## src/rtl/hamming_pkg.sv

```systemverilog
// Shared widths, codeword position indices and FSM state types for the Hamming link.
// Defining HAMMING_SECDED_EN widens the codeword with an overall-parity bit at position 8.
package hamming_pkg;
`ifdef HAMMING_SECDED_EN
  localparam int CW_BITS = 8;
`else
  localparam int CW_BITS = 7;
`endif
  localparam int DATA_BITS = 4;
  localparam int SYN_BITS  = 3;
  localparam int CNT_W     = 8;  // holds any BIT_CYCLES / GAP_CYCLES count up to 255
  localparam int BIT_W     = 4;  // holds a bit index up to CW_BITS-1

  // Vector index of each codeword position (index = position - 1).
  localparam int POS_P1   = 0;
  localparam int POS_P2   = 1;
  localparam int POS_D1   = 2;
  localparam int POS_P4   = 3;
  localparam int POS_D2   = 4;
  localparam int POS_D3   = 5;
  localparam int POS_D4   = 6;
  localparam int POS_PALL = 7;

  typedef enum logic [1:0] {
    TX_IDLE  = 2'd0,
    TX_SHIFT = 2'd1,
    TX_GAP   = 2'd2
  } tx_state_e;

  typedef enum logic [1:0] {
    RX_IDLE   = 2'd0,
    RX_SAMPLE = 2'd1,
    RX_DECODE = 2'd2
  } rx_state_e;
endpackage

```

## src/rtl/hamming74_codec.sv

```systemverilog
// Combinational (7,4) Hamming encoder and single-error-correcting decoder.
// With HAMMING_SECDED_EN the overall parity bit adds double-error detection (dec_dbl).
module hamming74_codec
  import hamming_pkg::*;
(
  input  logic [DATA_BITS-1:0] enc_data,
  output logic [CW_BITS-1:0]   enc_cw,
  input  logic [CW_BITS-1:0]   dec_cw,
  output logic [DATA_BITS-1:0] dec_data,
  output logic [SYN_BITS-1:0]  dec_syndrome,
`ifdef HAMMING_SECDED_EN
  output logic                 dec_dbl,
`endif
  output logic                 dec_err
);
  logic [SYN_BITS-1:0] syn;
  logic [6:0]          flip;
  logic [6:0]          fix_cw;
  logic                do_fix;

  always_comb begin
    enc_cw         = '0;
    enc_cw[POS_D1] = enc_data[0];
    enc_cw[POS_D2] = enc_data[1];
    enc_cw[POS_D3] = enc_data[2];
    enc_cw[POS_D4] = enc_data[3];
    enc_cw[POS_P1] = enc_data[0] ^ enc_data[1] ^ enc_data[3];
    enc_cw[POS_P2] = enc_data[0] ^ enc_data[2] ^ enc_data[3];
    enc_cw[POS_P4] = enc_data[1] ^ enc_data[2] ^ enc_data[3];
`ifdef HAMMING_SECDED_EN
    enc_cw[POS_PALL] = ^enc_cw[6:0];
`endif
  end

  always_comb begin
    syn[0] = dec_cw[POS_P1] ^ dec_cw[POS_D1] ^ dec_cw[POS_D2] ^ dec_cw[POS_D4];
    syn[1] = dec_cw[POS_P2] ^ dec_cw[POS_D1] ^ dec_cw[POS_D3] ^ dec_cw[POS_D4];
    syn[2] = dec_cw[POS_P4] ^ dec_cw[POS_D2] ^ dec_cw[POS_D3] ^ dec_cw[POS_D4];
`ifdef HAMMING_SECDED_EN
    // A passing overall parity with a non-zero syndrome means two flips: report, never correct.
    do_fix  = (^dec_cw) && (syn != '0);
    dec_err = ^dec_cw;
    dec_dbl = !(^dec_cw) && (syn != '0);
`else
    do_fix  = (syn != '0);
    dec_err = do_fix;
`endif
    for (int i = 0; i < 7; i++) begin
      flip[i] = do_fix && (syn == SYN_BITS'(i + 1));
    end
    fix_cw       = dec_cw[6:0] ^ flip;
    dec_data     = {fix_cw[POS_D4], fix_cw[POS_D3], fix_cw[POS_D2], fix_cw[POS_D1]};
    dec_syndrome = syn;
  end
endmodule

```

## src/rtl/hamming_link_ctrl.sv

```systemverilog
// Serial Hamming link controller: nibble -> serial codeword on TX, framed serial -> corrected nibble on RX.
// Defining HAMMING_SECDED_EN selects 8-bit SECDED frames and adds the rx_dbl output.
// Handshake: a nibble transfers on a rising edge where tx_valid && tx_ready; tx_ready never depends on tx_valid.
module hamming_link_ctrl
  import hamming_pkg::*;
#(
  parameter int BIT_CYCLES = 1,
  parameter int GAP_CYCLES = 1
) (
  input  logic       clk1,
  input  logic       rst,
  input  logic [3:0] tx_data,
  input  logic       tx_valid,
  output logic       tx_ready,
  output logic       serial_out,
  output logic       tx_frame,
  input  logic       serial_in,
  input  logic       rx_frame,
  output logic [3:0] rx_data,
  output logic       rx_valid,
  output logic       rx_err,
  output logic [2:0] rx_syndrome,
`ifdef HAMMING_SECDED_EN
  output logic       rx_dbl,
`endif
  output logic [1:0] dbg_tx_state,
  output logic [1:0] dbg_rx_state
);
  localparam logic [CNT_W-1:0] BIT_LAST = CNT_W'(BIT_CYCLES - 1);
  localparam logic [CNT_W-1:0] BIT_MID  = CNT_W'(BIT_CYCLES / 2);
  localparam logic [CNT_W-1:0] GAP_LAST = CNT_W'((GAP_CYCLES > 0) ? GAP_CYCLES - 1 : 0);
  localparam logic [BIT_W-1:0] CW_LAST  = BIT_W'(CW_BITS - 1);

  tx_state_e            tx_state_q, tx_state_d;
  logic [CW_BITS-1:0]   tx_sr_q, tx_sr_d;
  logic [BIT_W-1:0]     tx_bit_q, tx_bit_d;
  logic [CNT_W-1:0]     tx_cnt_q, tx_cnt_d;
  logic                 init_done_q, init_done_d;

  rx_state_e            rx_state_q, rx_state_d;
  logic [CW_BITS-1:0]   rx_sr_q, rx_sr_d;
  logic [BIT_W-1:0]     rx_bit_q, rx_bit_d;
  logic [CNT_W-1:0]     rx_cnt_q, rx_cnt_d;
  logic                 rx_valid_q, rx_valid_d;
  logic                 rx_err_q, rx_err_d;
  logic [DATA_BITS-1:0] rx_data_q, rx_data_d;
  logic [SYN_BITS-1:0]  rx_syn_q, rx_syn_d;
  logic                 rx_dbl_q, rx_dbl_d;
  logic                 rx_step;

  logic [CW_BITS-1:0]   enc_cw;
  logic [DATA_BITS-1:0] dec_data;
  logic [SYN_BITS-1:0]  dec_syn;
  logic                 dec_err;
  logic                 dec_dbl;

  hamming74_codec u_codec (
    .enc_data     (tx_data),
    .enc_cw       (enc_cw),
    .dec_cw       (rx_sr_q),
    .dec_data     (dec_data),
    .dec_syndrome (dec_syn),
`ifdef HAMMING_SECDED_EN
    .dec_dbl      (dec_dbl),
`endif
    .dec_err      (dec_err)
  );
`ifndef HAMMING_SECDED_EN
  assign dec_dbl = 1'b0;
`endif

  // init_done_q keeps tx_ready low while rst is held, since the idle state is also the reset state.
  assign tx_ready   = init_done_q && (tx_state_q == TX_IDLE);
  assign tx_frame   = (tx_state_q == TX_SHIFT);
  assign serial_out = tx_frame && tx_sr_q[0];

  always_comb begin
    tx_state_d  = tx_state_q;
    tx_sr_d     = tx_sr_q;
    tx_bit_d    = tx_bit_q;
    tx_cnt_d    = tx_cnt_q;
    init_done_d = 1'b1;
    unique case (tx_state_q)
      TX_IDLE: begin
        if (tx_valid && tx_ready) begin
          tx_sr_d    = enc_cw;
          tx_bit_d   = '0;
          tx_cnt_d   = '0;
          tx_state_d = TX_SHIFT;
        end
      end
      TX_SHIFT: begin
        if (tx_cnt_q == BIT_LAST) begin
          tx_cnt_d = '0;
          tx_sr_d  = tx_sr_q >> 1;
          tx_bit_d = tx_bit_q + 1'b1;
          if (tx_bit_q == CW_LAST) tx_state_d = (GAP_CYCLES == 0) ? TX_IDLE : TX_GAP;
        end else begin
          tx_cnt_d = tx_cnt_q + 1'b1;
        end
      end
      TX_GAP: begin
        if (tx_cnt_q == GAP_LAST) begin
          tx_cnt_d   = '0;
          tx_state_d = TX_IDLE;
        end else begin
          tx_cnt_d = tx_cnt_q + 1'b1;
        end
      end
      default: tx_state_d = TX_IDLE;
    endcase
  end

  // The bit/cycle position keeps running through RX_DECODE so a frame that follows
  // with rx_frame still high is tracked without losing its first cycle.
  always_comb begin
    rx_state_d = rx_state_q;
    rx_sr_d    = rx_sr_q;
    rx_bit_d   = rx_bit_q;
    rx_cnt_d   = rx_cnt_q;
    rx_valid_d = 1'b0;
    rx_err_d   = rx_err_q;
    rx_data_d  = rx_data_q;
    rx_syn_d   = rx_syn_q;
    rx_dbl_d   = rx_dbl_q;
    rx_step    = 1'b0;
    unique case (rx_state_q)
      RX_IDLE: begin
        if (rx_frame) begin
          rx_step    = 1'b1;
          rx_state_d = RX_SAMPLE;
        end
      end
      RX_SAMPLE: begin
        if (rx_frame) rx_step = 1'b1;
        else          rx_state_d = RX_IDLE;
      end
      RX_DECODE: begin
        rx_valid_d = 1'b1;
        rx_data_d  = dec_data;
        rx_err_d   = dec_err;
        rx_syn_d   = dec_syn;
        rx_dbl_d   = dec_dbl;
        if (rx_frame) begin
          rx_step    = 1'b1;
          rx_state_d = RX_SAMPLE;
        end else begin
          rx_state_d = RX_IDLE;
        end
      end
      default: rx_state_d = RX_IDLE;
    endcase
    if (rx_step) begin
      if (rx_cnt_q == BIT_MID) begin
        rx_sr_d = {serial_in, rx_sr_q[CW_BITS-1:1]};
        if (rx_bit_q == CW_LAST) rx_state_d = RX_DECODE;
      end
      if (rx_cnt_q == BIT_LAST) begin
        rx_cnt_d = '0;
        rx_bit_d = (rx_bit_q == CW_LAST) ? '0 : rx_bit_q + 1'b1;
      end else begin
        rx_cnt_d = rx_cnt_q + 1'b1;
      end
    end
    if (rx_state_d == RX_IDLE) begin
      rx_cnt_d = '0;
      rx_bit_d = '0;
    end
  end

  always_ff @(posedge clk1 or posedge rst) begin
    if (rst) begin
      tx_state_q  <= TX_IDLE;
      tx_sr_q     <= '0;
      tx_bit_q    <= '0;
      tx_cnt_q    <= '0;
      init_done_q <= 1'b0;
      rx_state_q  <= RX_IDLE;
      rx_sr_q     <= '0;
      rx_bit_q    <= '0;
      rx_cnt_q    <= '0;
      rx_valid_q  <= 1'b0;
      rx_err_q    <= 1'b0;
      rx_data_q   <= '0;
      rx_syn_q    <= '0;
      rx_dbl_q    <= 1'b0;
    end else begin
      tx_state_q  <= tx_state_d;
      tx_sr_q     <= tx_sr_d;
      tx_bit_q    <= tx_bit_d;
      tx_cnt_q    <= tx_cnt_d;
      init_done_q <= init_done_d;
      rx_state_q  <= rx_state_d;
      rx_sr_q     <= rx_sr_d;
      rx_bit_q    <= rx_bit_d;
      rx_cnt_q    <= rx_cnt_d;
      rx_valid_q  <= rx_valid_d;
      rx_err_q    <= rx_err_d;
      rx_data_q   <= rx_data_d;
      rx_syn_q    <= rx_syn_d;
      rx_dbl_q    <= rx_dbl_d;
    end
  end

  assign rx_valid     = rx_valid_q;
  assign rx_err       = rx_err_q;
  assign rx_data      = rx_data_q;
  assign rx_syndrome  = rx_syn_q;
`ifdef HAMMING_SECDED_EN
  assign rx_dbl       = rx_dbl_q;
`else
  logic unused_dbl;
  assign unused_dbl   = rx_dbl_q;
`endif
  assign dbg_tx_state = tx_state_q;
  assign dbg_rx_state = rx_state_q;
endmodule

```

## config.mk

```make
export PLATFORM = sky130hd
export DESIGN_NAME = hamming_link_ctrl
export DESIGN_NICKNAME = d
export VERILOG_FILES = /design/src/rtl/hamming_pkg.sv /design/src/rtl/hamming74_codec.sv /design/src/rtl/hamming_link_ctrl.sv
export SDC_FILE = /design/constraint.sdc
export NUM_CORES = 1
export LEC_CHECK = 0
export CORE_ASPECT_RATIO = 1.25
export CORE_UTILIZATION = 40
export CTS_CLUSTER_SIZE = 24
export DETAILED_ROUTE_END_ITERATION = 8
export GPL_TIMING_DRIVEN = 0
export HOLD_SLACK_MARGIN = 0.03
export PLACE_DENSITY = 0.62
export SLEW_MARGIN = 20
export SYNTH_ARGS = -nofsm -noshare
export SYNTH_HDL_FRONTEND = slang
export SYNTH_SLANG_ARGS = --single-unit
```

## constraint.sdc

```tcl
create_clock -name clk1 -period 2.14 [get_ports clk1]
set_clock_uncertainty 0.05 [all_clocks]
set_input_delay 0.428 -clock clk1 [delete_from_list [all_inputs] [get_ports clk1]]
set_output_delay 0.428 -clock clk1 [all_outputs]
set_load 0.03 [all_outputs]
```

==> results of run 1 <==
[critical path, delay by kind of cell (launching register included)]
kind / cells / cell delay [ps]
flip-flops: 1 / 430
AND/OR/NAND/NOR: 1 / 170
buffers and inverters: 3 / 460
adder cells (fa/ha/maj): 1 / 220
[Yosys cell counts, types with 2 or more instances]
library cell  instances  area share, %
dfrtp_1              52             47
nor2_1               27            3.7
o21ai_0              17            3.1
inv_1                16            2.2
nand2_1              15            2.0
xor2_1               14            4.5
mux2_2               13            5.3
ha_1                 11            5.0
nand3_1              11            2.0
xnor2_1              10            3.2
a21oi_1               8            1.5
and3_1                6            1.4
clkbuf_1              6           0.82
a31oi_1               5            1.1
nor3_1                4           0.73
and2_1                3           0.68
mux2i_1               3            1.1
nand4_1               3           0.68
nor2b_1               3           0.68
o2111ai_1             3           0.96
or4_1                 3           0.82
o2bb2ai_1             2           0.64
o31ai_1               2           0.55
o41ai_1               2           0.64
xnor2_2               2            1.2
[final cells by class]
class / instances / area share (%)
multi-input cells: 191 / 42.4
flip-flops and latches: 52 / 39.9
repair buffers: 28 / 8.03
well taps: 87 / 3.34
clock buffers: 5 / 2.11
inverters: 17 / 2.04
plain buffers: 5 / 1.27
clock inverters: 3 / 0.845
[what timing repair did]
| action | CTS | global route |
|---|---|---|
| setup buffers | 1 | 3 |
| pin swaps | 0 | 2 |
| resized for setup | 13 | 9 |
| setup endpoints to repair | 14 | 23 |
[kinds of logic (layout without fill, tap and decap cells)]
group	Yosys count	after routing
buffers and inverters	23	58
other	1	1
DFF	52	52
and+or+nand+nor	83	83
xor gates and xnor gates	27	27
AOI/OAI and AO/OA	52	52
muxes	17	17
adders and majority gates	11	11
[metal layers]
metal / share of wire, % / track usage [%] / routed length (um)
met4: 1.1 / 5.77 / 58
met5: 0 / 0 / 0
met3: 3.0 / 2.42 / 155
met1: 46 / 19.4 / 2370
met2: 50 / 26.2 / 2570
[sequential cells by signal, indices dropped and copies added (netlist names)]
register / count
rx_cnt_q: 8
tx_cnt_q: 8
rx_sr_q: 7
tx_sr_q: 7
rx_bit_q: 4
rx_data: 4
tx_bit_q: 4
rx_syndrome: 3
dbg_rx_state: 2
dbg_tx_state: 2
init_done_q: 1
rx_err: 1
rx_valid: 1
[power by group]
group	internal, W	leakage, nW	total, W	switching, W
sequential	0.00118	0.682	0.00135	0.000163
clock	0.000241	0.0463	0.000587	0.000347
combinational	0.000837	0.715	0.00190	0.00107
total	0.00226	1.44	0.00383	0.00158
[per-stage QoR]
stage	util (%)	power [W]
floorplan	-	0.00267
global placement	47.0	0.00310
detailed placement	47.0	0.00313
CTS	48.8	0.00379
global route	49.3	0.00414
finish	49.3	0.00383
[final timing paths]
check / from / to / slack (ps) / cells past startpoint
max reg2reg: tx_cnt_q[0] / tx_sr_q[3] / 110 / 6
min reg2reg: rx_syndrome[1] / rx_syndrome[1] / 440 / 2
min: rx_syndrome[1] / rx_syndrome[1] / 440 / 2
min in group asynchronous: rst / tx_bit_q[3] / 510 / 2
max: dbg_tx_state[0] / serial_out / 80 / 5
max in group asynchronous: rst / rx_data[3] / 1110 / 2
==> out/metrics.yaml, run 1 <==
worst_setup_path:
  worst_setup_path_end_kind: "primary output"
  worst_ep_arrival_time_ps: 1580
  max_stage_delay_ps: 430
  cp_cell_sequence: "ha_2 > buf_8 > clkbuf_8 > and2_2 > buf_4"
  crit_fanout: 10
  required_ps: 1660
  crit_type: "reg2out"
  crit_path_start_kind: "flop"
  critPathSlowestCell: "dfrtp_1"
detailed_routing:
  num_vias: 2032
  drt_pass1_iterations: 4
  detail_route.wl_per_cell_um: 13.3
  drt_iter0_drc: 103
  wl_mm: 5.15
  drtAntennaViolNets: 0
  drcViolationCount: 0
  via_per_inst: 5.24
sta:
  slew_viol_final: 0
  setup_ws_ps: 84.9
  slew_headroom_pct: 57.3
  fin_crit_ps: 2060
  worst_pin_slew_ps: 640
  finalHoldViolCount: 0
  period_share_pct: 96.0
  setup_violations: 0
  finalSetupTns_ps: 0
  hold_ws_ps: 440
  fmax_mhz: 487
yosys:
  syn_inst: 266
  ys_seq_area_share_pct: 47.3
  synth_top_family_by_area: "simple AND/OR/NAND/NOR gates"
  synth_fa_ha_area_share_pct: 5.01
  syn_area_um2: 2750
  synth_compound_area_share_pct: 12.4
  synth-xor-area-share_pct: 9.42
  synth_simple_gate_area_share_pct: 15.7
  synth_seq_cells: 52
  synthMuxAreaShare_pct: 6.83
  syn-num-nets: 286
  synth.distinct_cells: 50
  synth-edff-count: 0
  ys.flop_type: "dfrtp_1"
  avgSynthCellArea_um2: 10.3
  async_reset_ff_share_pct: 100
  yosysWarnings: 0
final_layout:
  area_delta_synth_final_pct: 18.5
  antenna_cells: 0
  multi_input_area_um2: 1380
  layout.cells.non_filler: 388
  fill_cells: 640
  layout_common_cells: "dfrtp_1 (52), nor2_1 (27), clkdlybuf4s50_1 (21), o21ai_0 (17), nand2_1 (15)"
  final_common_cell: "dfrtp_1"
  nets: 320
  fin_area_um2: 3260
  area.sequential_um2: 1300
  drive_gt1_share_pct: 14.6
power_and_ir_drop:
  cellLeakagePower_nw: 1.44
  powerDensity_nw_per_um2: 1180
  ir_drop_v: 0.000522
global_routing:
  overflow: 0
  grt_max_degree: 53
  grt_antenna_before_repair: 0
  grt_pass1_vias: 1862
  grt_pass1_wl_mm: 8.72
  grt.total_usage_pct: 15.2
floorplanning:
  fp.dieArea_um2: 7210
  rows: 33
  initial_core_util_pct: 41.6
  core_area_um2: 6610
  die_h_um: 94.7
  die_w_um: 76.1
  io_pins: 25
place:
  place_congestion: 0.794
  dpl.hpwl_mm: 3.56
  dp.cells: 377
  io_buffers: 24
  place_area_um2: 3110
  place_worst_setup_slack_ps: -337
cts:
  clk_latency_ps: 310
  cts_sinks: 52
  numCtsBuffers: 5
  clk_path_buf_depth: 2
  root_buffer: "clkbuf_8"
  cts_htree_levels: 2
  hold_buffers: 0
  cts_tree: "built"
  cts.clk_slew.worst_paths_ps: 100
outcome:
  status: "finished, final reports clean"
job:
  cap_violations: 0
min_path:
  min_path_type: "reg2reg"
Note: power is estimated with default switching activity, not from simulation.
==> run 2, diff against run 1 <==
==> constraint.sdc (replaced) <==
create_clock -name clk1 -period 2.14 [get_ports clk1]
set_clock_uncertainty 0.05 [all_clocks]
set_input_delay 0.321 -clock clk1 [delete_from_list [all_inputs] [get_ports clk1]]
set_output_delay 0.321 -clock clk1 [all_outputs]
set_load 0.03 [all_outputs]
==> out/metrics.yaml, run 2 (same netlist as run 1, synthesis figures left out) <==
sta:
  finalSetupTns_ps: 0
  slew_headroom_pct: 57.4
  slew_viol_final: 0
  period_share_pct: 95.2
  finalHoldViolCount: 0
  setup_violations: 0
  fmax_mhz: 491
  worst_pin_slew_ps: 639
  fin_crit_ps: 2040
  setup_ws_ps: 104
final_layout:
  final_core_util_pct: 49.0
  fill_cells: 651
  area_delta_synth_final_pct: 17.8
  reg_top3: "rx_cnt_q (8), tx_cnt_q (8)"
  layout.cells.non_filler: 388
  final_common_cell: "dfrtp_1"
  antenna_cells: 0
  drive_gt1_share_pct: 13.3
  nets: 320
  layout_common_cells: "dfrtp_1 (52), nor2_1 (27), clkdlybuf4s50_1 (22), o21ai_0 (17)"
detailed_routing:
  via_per_inst: 5.22
  drtAntennaViolNets: 0
  num_vias: 2024
  drt_iter0_drc: 87
  detail_route.wl_per_cell_um: 13.1
  drcViolationCount: 0
  drt_pass1_iterations: 4
  wl_mm: 5.08
job:
  cap_violations: 0
floorplanning:
  fp.dieArea_um2: 7210
  core_area_um2: 6610
  die_h_um: 94.7
  die_w_um: 76.1
  initial_core_util_pct: 41.6
  rows: 33
  io_pins: 25
global_routing:
  overflow: 0
  grt_pass1_vias: 1937
  grt.total_usage_pct: 15.4
  grt_max_degree: 53
  grt_pass1_wl_mm: 8.87
  grt_antenna_before_repair: 0
power_and_ir_drop:
  cellLeakagePower_nw: 1.43
  ir_drop_v: 0.000683
  seq_power_share_pct: 35.6
  powerDensity_nw_per_um2: 1170
  p_int_w: 0.00223
  switching_share_pct: 41.0
  share_comb_of_total_power_pct: 49.8
  p_clk_share_pct: 14.6
  p_switching_w: 0.00155
  power_w: 0.00378
cts:
  clk_latency_ps: 300
  cts.clk_slew.worst_paths_ps: 90
  root_buffer: "clkbuf_8"
  numCtsBuffers: 5
  hold_buffers: 0
  clk_path_buf_depth: 2
  cts_htree_levels: 2
  cts_tree: "built"
  cts_sinks: 52
worst_setup_path:
  worst_setup_path_end_kind: "primary output"
  worst_ep_arrival_time_ps: 1670
  crit_type: "reg2out"
  r2r_end: "tx_sr_q[3]"
  required_ps: 1770
  r2r_cells: 6
  r2r_start: "tx_cnt_q[0]"
  crit_start: "dbg_tx_state[1]"
  crit_path_start_kind: "flop"
  crit_fanout: 3
  reg2reg_slack_ps: 160
place:
  dp.cells: 377
  place_worst_setup_slack_ps: -514
  dpl.hpwl_mm: 3.57
  place_congestion: 0.761
  io_buffers: 24
min_path:
  min_path_type: "in2async"
outcome:
  status: "finished, final reports clean"
## run 2: power by group through the flow
stage | logic [W] | clock network (W) | registers, W
floorplan | 0.00125 | 0 | 0.00141
global placement | 0.00174 | 0 | 0.00136
detailed placement | 0.00177 | 0 | 0.00137
CTS | 0.00179 | 0.000587 | 0.00135
global route | 0.00208 | 0.000621 | 0.00138
finish | 0.00188 | 0.000553 | 0.00135
## run 2: per-stage QoR
stage / area, um^2 / hold slack, ps
2_1_floorplan: 2750 / 402
6_report: 3240 / 412
3_3_place_gp: 3100 / 419
5_1_grt: 3240 / 478
4_1_cts: 3200 / 432
3_5_place_dp: 3100 / 423
## run 2: cell type report
| type | count | area, um^2 | area share (%) |
|---|---|---|---|
| plain buffers | 5 | 31.3 | 0.966 |
| clock buffers | 6 | 72.6 | 2.24 |
| clock inverters | 2 | 16.3 | 0.503 |
| inverters | 17 | 66.3 | 2.05 |
| multi-input cells | 191 | 1380 | 42.5 |
| flip-flops and latches | 52 | 1300 | 40.2 |
| well taps | 87 | 109 | 3.36 |
| repair buffers | 28 | 264 | 8.16 |
## run 2: worst max-delay path by stage
stage	endpoint	slack, ps
final	tx_frame	100
after global routing	tx_sr_q[4]	-2
after CTS	serial_out	5
after detailed placement	serial_out	-510
after global placement	tx_sr_q[0]	-540
after floorplan	tx_sr_q[0]	10
## run 2: worst max-delay path, stage by stage (launching register included)
cell and delay, ps:
dfrtp_1 410, inv_1 110, ha_2 190, clkdlybuf4s50_1 660
## run 2: what timing repair did
item / 4_1_cts / 5_1_grt
endpoints found under the setup margin: 15 / 24
pin swaps: 0 / 2
buffers inserted: 0 / 4
gates resized for setup: 12 / 6
## run 2: metal layers
| metal | share of wire [%] | vias up | track usage, % |
|---|---|---|---|
| met4 | 1.1 | 0 | 5.77 |
| met2 | 50 | 32 | 26.6 |
| li1 | - | 1007 | - |
| met3 | 2.6 | 6 | 2.90 |
| met5 | 0 | - | 0 |
| met1 | 47 | 979 | 19.3 |
==> run 3, diff against run 2 <==
--- a/config.mk
+++ b/config.mk
@@ -11,7 +11,7 @@
 export DETAILED_ROUTE_END_ITERATION = 8
 export GPL_TIMING_DRIVEN = 0
 export HOLD_SLACK_MARGIN = 0.03
-export PLACE_DENSITY = 0.62
+export PLACE_DENSITY = 0.64
 export SLEW_MARGIN = 20
 export SYNTH_ARGS = -nofsm -noshare
 export SYNTH_HDL_FRONTEND = slang
==> out/metrics.yaml, run 3 (same netlist as run 1, synthesis figures left out) <==
sta:
  fin_crit_ps: 2020
  slew_headroom_pct: 64.2
  period_share_pct: 94.4
  slew_viol_final: 0
  setup_violations: 0
  finalHoldViolCount: 0
  worst_pin_slew_ps: 534
  fmax_mhz: 495
  hold_ws_ps: 285
place:
  dpl.hpwl_mm: 3.55
  dp.cells: 378
  io_buffers: 24
  place_congestion: 0.801
detailed_routing:
  drt_pass1_iterations: 4
  via_per_inst: 5.14
  drt_iter0_drc: 56
  detail_route.wl_per_cell_um: 12.4
  drcViolationCount: 0
  drtAntennaViolNets: 0
  wl_mm: 4.83
  num_vias: 2006
final_layout:
  nets: 322
  reg_top3: "rx_cnt_q (8), tx_cnt_q (8)"
  layout_common_cells: "dfrtp_1 (52), nor2_1 (27), clkdlybuf4s50_1 (22), o21ai_0 (17), nand2_1 (15)"
  area_delta_synth_final_pct: 18.8
  drive_gt1_share_pct: 14.5
  final_common_cell: "dfrtp_1"
  antenna_cells: 0
  layout.cells.non_filler: 390
cts:
  numCtsBuffers: 5
  cts_tree: "built"
  cts_htree_levels: 2
  hold_buffers: 0
  root_buffer: "clkbuf_8"
  clk_path_buf_depth: 2
  clk_latency_ps: 300
  cts.clk_slew.worst_paths_ps: 100
  cts_sinks: 52
floorplanning:
  initial_core_util_pct: 41.6
  fp.dieArea_um2: 7210
  io_pins: 25
  die_w_um: 76.1
  die_h_um: 94.7
  core_area_um2: 6610
  rows: 33
worst_setup_path:
  crit_type: "reg2out"
  r2r_end: "tx_sr_q[3]"
  worst_ep_arrival_time_ps: 1650
  reg2reg_slack_ps: 150
  r2r_start: "tx_cnt_q[0]"
  crit_fanout: 10
  crit_path_start_kind: "flop"
  required_ps: 1770
  crit_start: "dbg_tx_state[1]"
  endpoint: "serial_out"
  worst_setup_path_end_kind: "primary output"
  r2r_cells: 6
global_routing:
  grt_max_degree: 33
  grt_antenna_before_repair: 0
  grt_pass1_wl_mm: 8.80
  grt_pass1_vias: 1991
  grt.total_usage_pct: 15.1
  overflow: 0
power_and_ir_drop:
  ir_drop_v: 0.000603
  p_clk_share_pct: 15.0
  p_switching_w: 0.00153
  seq_power_share_pct: 35.5
  cellLeakagePower_nw: 1.46
  share_comb_of_total_power_pct: 49.5
  switching_share_pct: 40.4
  powerDensity_nw_per_um2: 1160
  p_int_w: 0.00226
outcome:
  status: "finished, final reports clean"
min_path:
  min_path_type: "in2async"
job:
  cap_violations: 0
-- run 3: area by class of cell --
| cell class | instances | area, um^2 |
|---|---|---|
| timing repair buffer | 30 | 292 |
| inverter | 17 | 63.8 |
| fill | 618 | 3340 |
| buffer | 5 | 33.8 |
| clock inverter | 3 | 22.5 |
| clock buffer | 5 | 68.8 |
| sequential | 52 | 1300 |
| multi-input combinational | 191 | 1380 |
| tap | 87 | 109 |
-- run 3: worst max-delay path, stage by stage (launching register included) --
cell and delay (ps):
dfrtp_1 410, inv_2 80, ha_2 170, clkbuf_4 200
clkbuf_8 180, and2_2 130, buf_2 180
-- run 3: through the flow --
stage	worst slack (ps)	TNS [ps]	instance area [um^2]	util, %	total power (W)
final	119	0	3270	49.5	0.00378
after global routing	-24.7	-63.7	3270	49.5	0.00411
after CTS	37.6	0	3220	48.8	0.00373
after detailed placement	-515	-1690	3120	47.3	0.00312
after global placement	-507	-27560	3100	47.0	0.00309
after floorplan	13.2	0	2750	-	0.00266
-- run 3: what timing repair did --
item                                    CTS  global route
setup buffers                             0             5
gates resized for setup                  13             4
endpoints found under the setup margin   16            21
pin swaps                                 0             2
-- run 3: worst min-delay path by stage --
| stage | cells after the start | from | endpoint |
|---|---|---|---|
| final | 2 | rst | dbg_rx_state[1] |
| after global routing | 2 | rst | rx_valid |
| after CTS | 2 | rst | dbg_rx_state[1] |
| after detailed placement | 1 | tx_cnt_q[7] | tx_cnt_q[7] |
| after global placement | 1 | tx_cnt_q[7] | tx_cnt_q[7] |
| after floorplan | 1 | tx_cnt_q[7] | tx_cnt_q[7] |
-- run 3: power groups by stage --
| stage | clock (W) | combinational, W | sequential (W) |
|---|---|---|---|
| after detailed placement | 0 | 0.00175 | 0.00137 |
| final | 0.000566 | 0.00187 | 0.00134 |
| after global routing | 0.000635 | 0.00210 | 0.00138 |
| after CTS | 0.000601 | 0.00178 | 0.00135 |
| after floorplan | 0 | 0.00125 | 0.00141 |
| after global placement | 0 | 0.00173 | 0.00136 |
-- run 3: per-layer routing --
metal	vias up	routed length (um)	track usage, %	share of wire (%)
met5	-	0	0	0
met4	0	59	5.45	1.2
met3	7	164	3.00	3.4
met2	35	2440	26.7	50
met1	953	2170	18.2	45
li1	1011	-	-	-
==> RTL edit (config.mk and constraints of run 1) <==
Change the package constant `POS_D3` from 5 to 6.
--- a/src/rtl/hamming_pkg.sv
+++ b/src/rtl/hamming_pkg.sv
@@ -17,7 +17,7 @@
   localparam int POS_D1   = 2;
   localparam int POS_P4   = 3;
   localparam int POS_D2   = 4;
-  localparam int POS_D3   = 5;
+  localparam int POS_D3   = 6;
   localparam int POS_D4   = 6;
   localparam int POS_PALL = 7;
 
Check against the original RTL: not equivalent (Yosys sat finds a counterexample within 10 cycles, from zero or initial values and one cycle with rst high).
==> RTL edit against run 1 <==
  * Total power decreased by 8.7%
  * Largest power group unchanged
  * Maximum frequency decreased by 0.94%
  * Sequential cell count decreased by 1
  * Sequential share of layout area increased by 0.63 points
  * Largest cell class unchanged
  * Synthesized area decreased by 4.3%
  * Routed wire length decreased by 6.6%
  * Design area decreased by 3.5%
  * Setup slack got worse by 0.019 ns
==> RTL edit: results <==
[status]
status = finished clean

[hold_path]
hold_class = input pin to async pin

[worst_setup_path]
path_delay_family = buffers and inverters
required_ns = 1.66
crit_fanout = 10
worstSetupStartpoint = dbg_tx_state[0]$_DFFE_PP0P_
r2r-start = tx_cnt_q[0]$_DFFE_PP0P_
cpPeakStageDelay_ns = 0.45
crit_path_top_delay_cell = dfrtp_1

[global_route]
grt_start_max_net_pins = 32
grt_pass1_vias = 1761
grt_usage_pct = 15.1
grt_pass1_wl_um = 7990
antenna_found_initial = 0
grt-ovfl-total = 0

[placed_design]
io_buffer_count = 24
routabilityCongestion = 0.793
pre_cts_slack_ns = -0.382
dp.cells = 363
dpl.hpwl_um = 3370

[sta]
final_max_slew_viol_count = 0
relSlewSlack_pct = 66.3

[layout]
diodes = 0
nNetsFinal = 307
fillers = 605
drive_gt1_share_pct = 16.0
reg_top3 = rx_cnt_q x8, tx_cnt_q x8

[clocking]
htree_levels = 2
cts-root-buf = clkbuf_8
cts.reportedPaths.clkPinSlew_ns = 0.10
clock_path_buffers = 2
cts_inserted_buffers = 5
clk_latency_ns = 0.31

[synthesis]
synth.area.top_cells = dfrtp_1 (49%), mux2_2 (7.3%), ha_1 (5.2%)
synth_warnings = 0
avgSynthCellArea_um2 = 10.4
async_reset_ff_share_pct = 100
synth_fp_nets = 273
yosysSeqAreaShare_pct = 48.5
synthTopCellsByCount = dfrtp_1 (51), nor2_1 (22), nand3_1 (21)
synth_cell_type_count = 43

[route]
drtPass1Iterations = 5
wire_per_inst_um = 12.9
drt_iter0_drc = 86
vias = 1888
viasPerCell = 5.06

[power]
peakVddDrop_mv = 0.542
power.leakage_nw = 1.35

[die]
start_util_pct = 42.1
die_width_um = 74.5
## RTL edit: final cells by class
type,count,area (um2),share of cell area (%)
sequential,51,1280,40.6
tap,85,106,3.38
inverter,17,63.8,2.03
multi-input combinational,182,1300,41.4
timing repair buffer,27,273,8.67
clock inverter,3,23.8,0.756
clock buffer,5,68.8,2.19
buffer,3,32.5,1.03
## RTL edit: final timing paths
path | end | cells past startpoint | slack, ns
max reg2reg | tx_sr_q[3]$_DFFE_PP0P_ | 6 | 0.13
max | serial_out | 5 | 0.07
min reg2reg | rx_syndrome[2]$_DFFE_PP0N_ | 2 | 0.44
max in group asynchronous | rx_cnt_q[2]$_DFFE_PP0P_ | 3 | 1.11
min in group clk1 | rx_syndrome[2]$_DFFE_PP0N_ | 2 | 0.44
min | rx_sr_q[2]$_DFFE_PP0P_ | 2 | 0.41
## RTL edit: report_power, final
group          switching, mW  internal (mW)
clock                  0.340          0.237
sequential             0.177           1.16
combinational          0.869          0.725
## RTL edit: cell families after synthesis
group,count (synthesis),share of synthesized area (%)
AO/OA/AOI/OAI,38,9.28
XOR/XNOR,21,6.99
adder cells (fa/ha/maj),11,5.23
buffers and inverters,20,3.04
flip-flops,51,48.5
multiplexers,17,7.28
other,1,0.143
AND/OR/NAND/NOR,94,19.5
## RTL edit: layer usage
layer  vias to the layer above  GRT usage, %  share of wire (%)
li1                        949             -                  -
met2                        27          24.2                 50
met5                         -             0                  0
met1                       906          19.3                 46
met3                         6          3.48                3.0
met4                         0          6.29                1.6
## RTL edit: worst register-to-register path: cells and delay by family (launching register included)
kind	cells	cell delay, ns
and+or+nand+nor	2	0.50
DFF	1	0.47
muxes	1	0.37
AOI/OAI and AO/OA	1	0.29
adders and majority gates	1	0.14
buffers and inverters	1	0.09
## RTL edit: what timing repair did
item | CTS | global route
setup endpoints to repair | 3 | 15
setup buffers | 0 | 2
pin swaps | 0 | 1
resized for setup | 16 | 3
## RTL edit: per-stage QoR
stage	power, mW	instance area [um2]
after floorplan	2.45	2640
after global placement	2.83	2980
after detailed placement	2.86	3000
after CTS	3.49	3120
after global routing	3.76	3150
final	3.50	3150
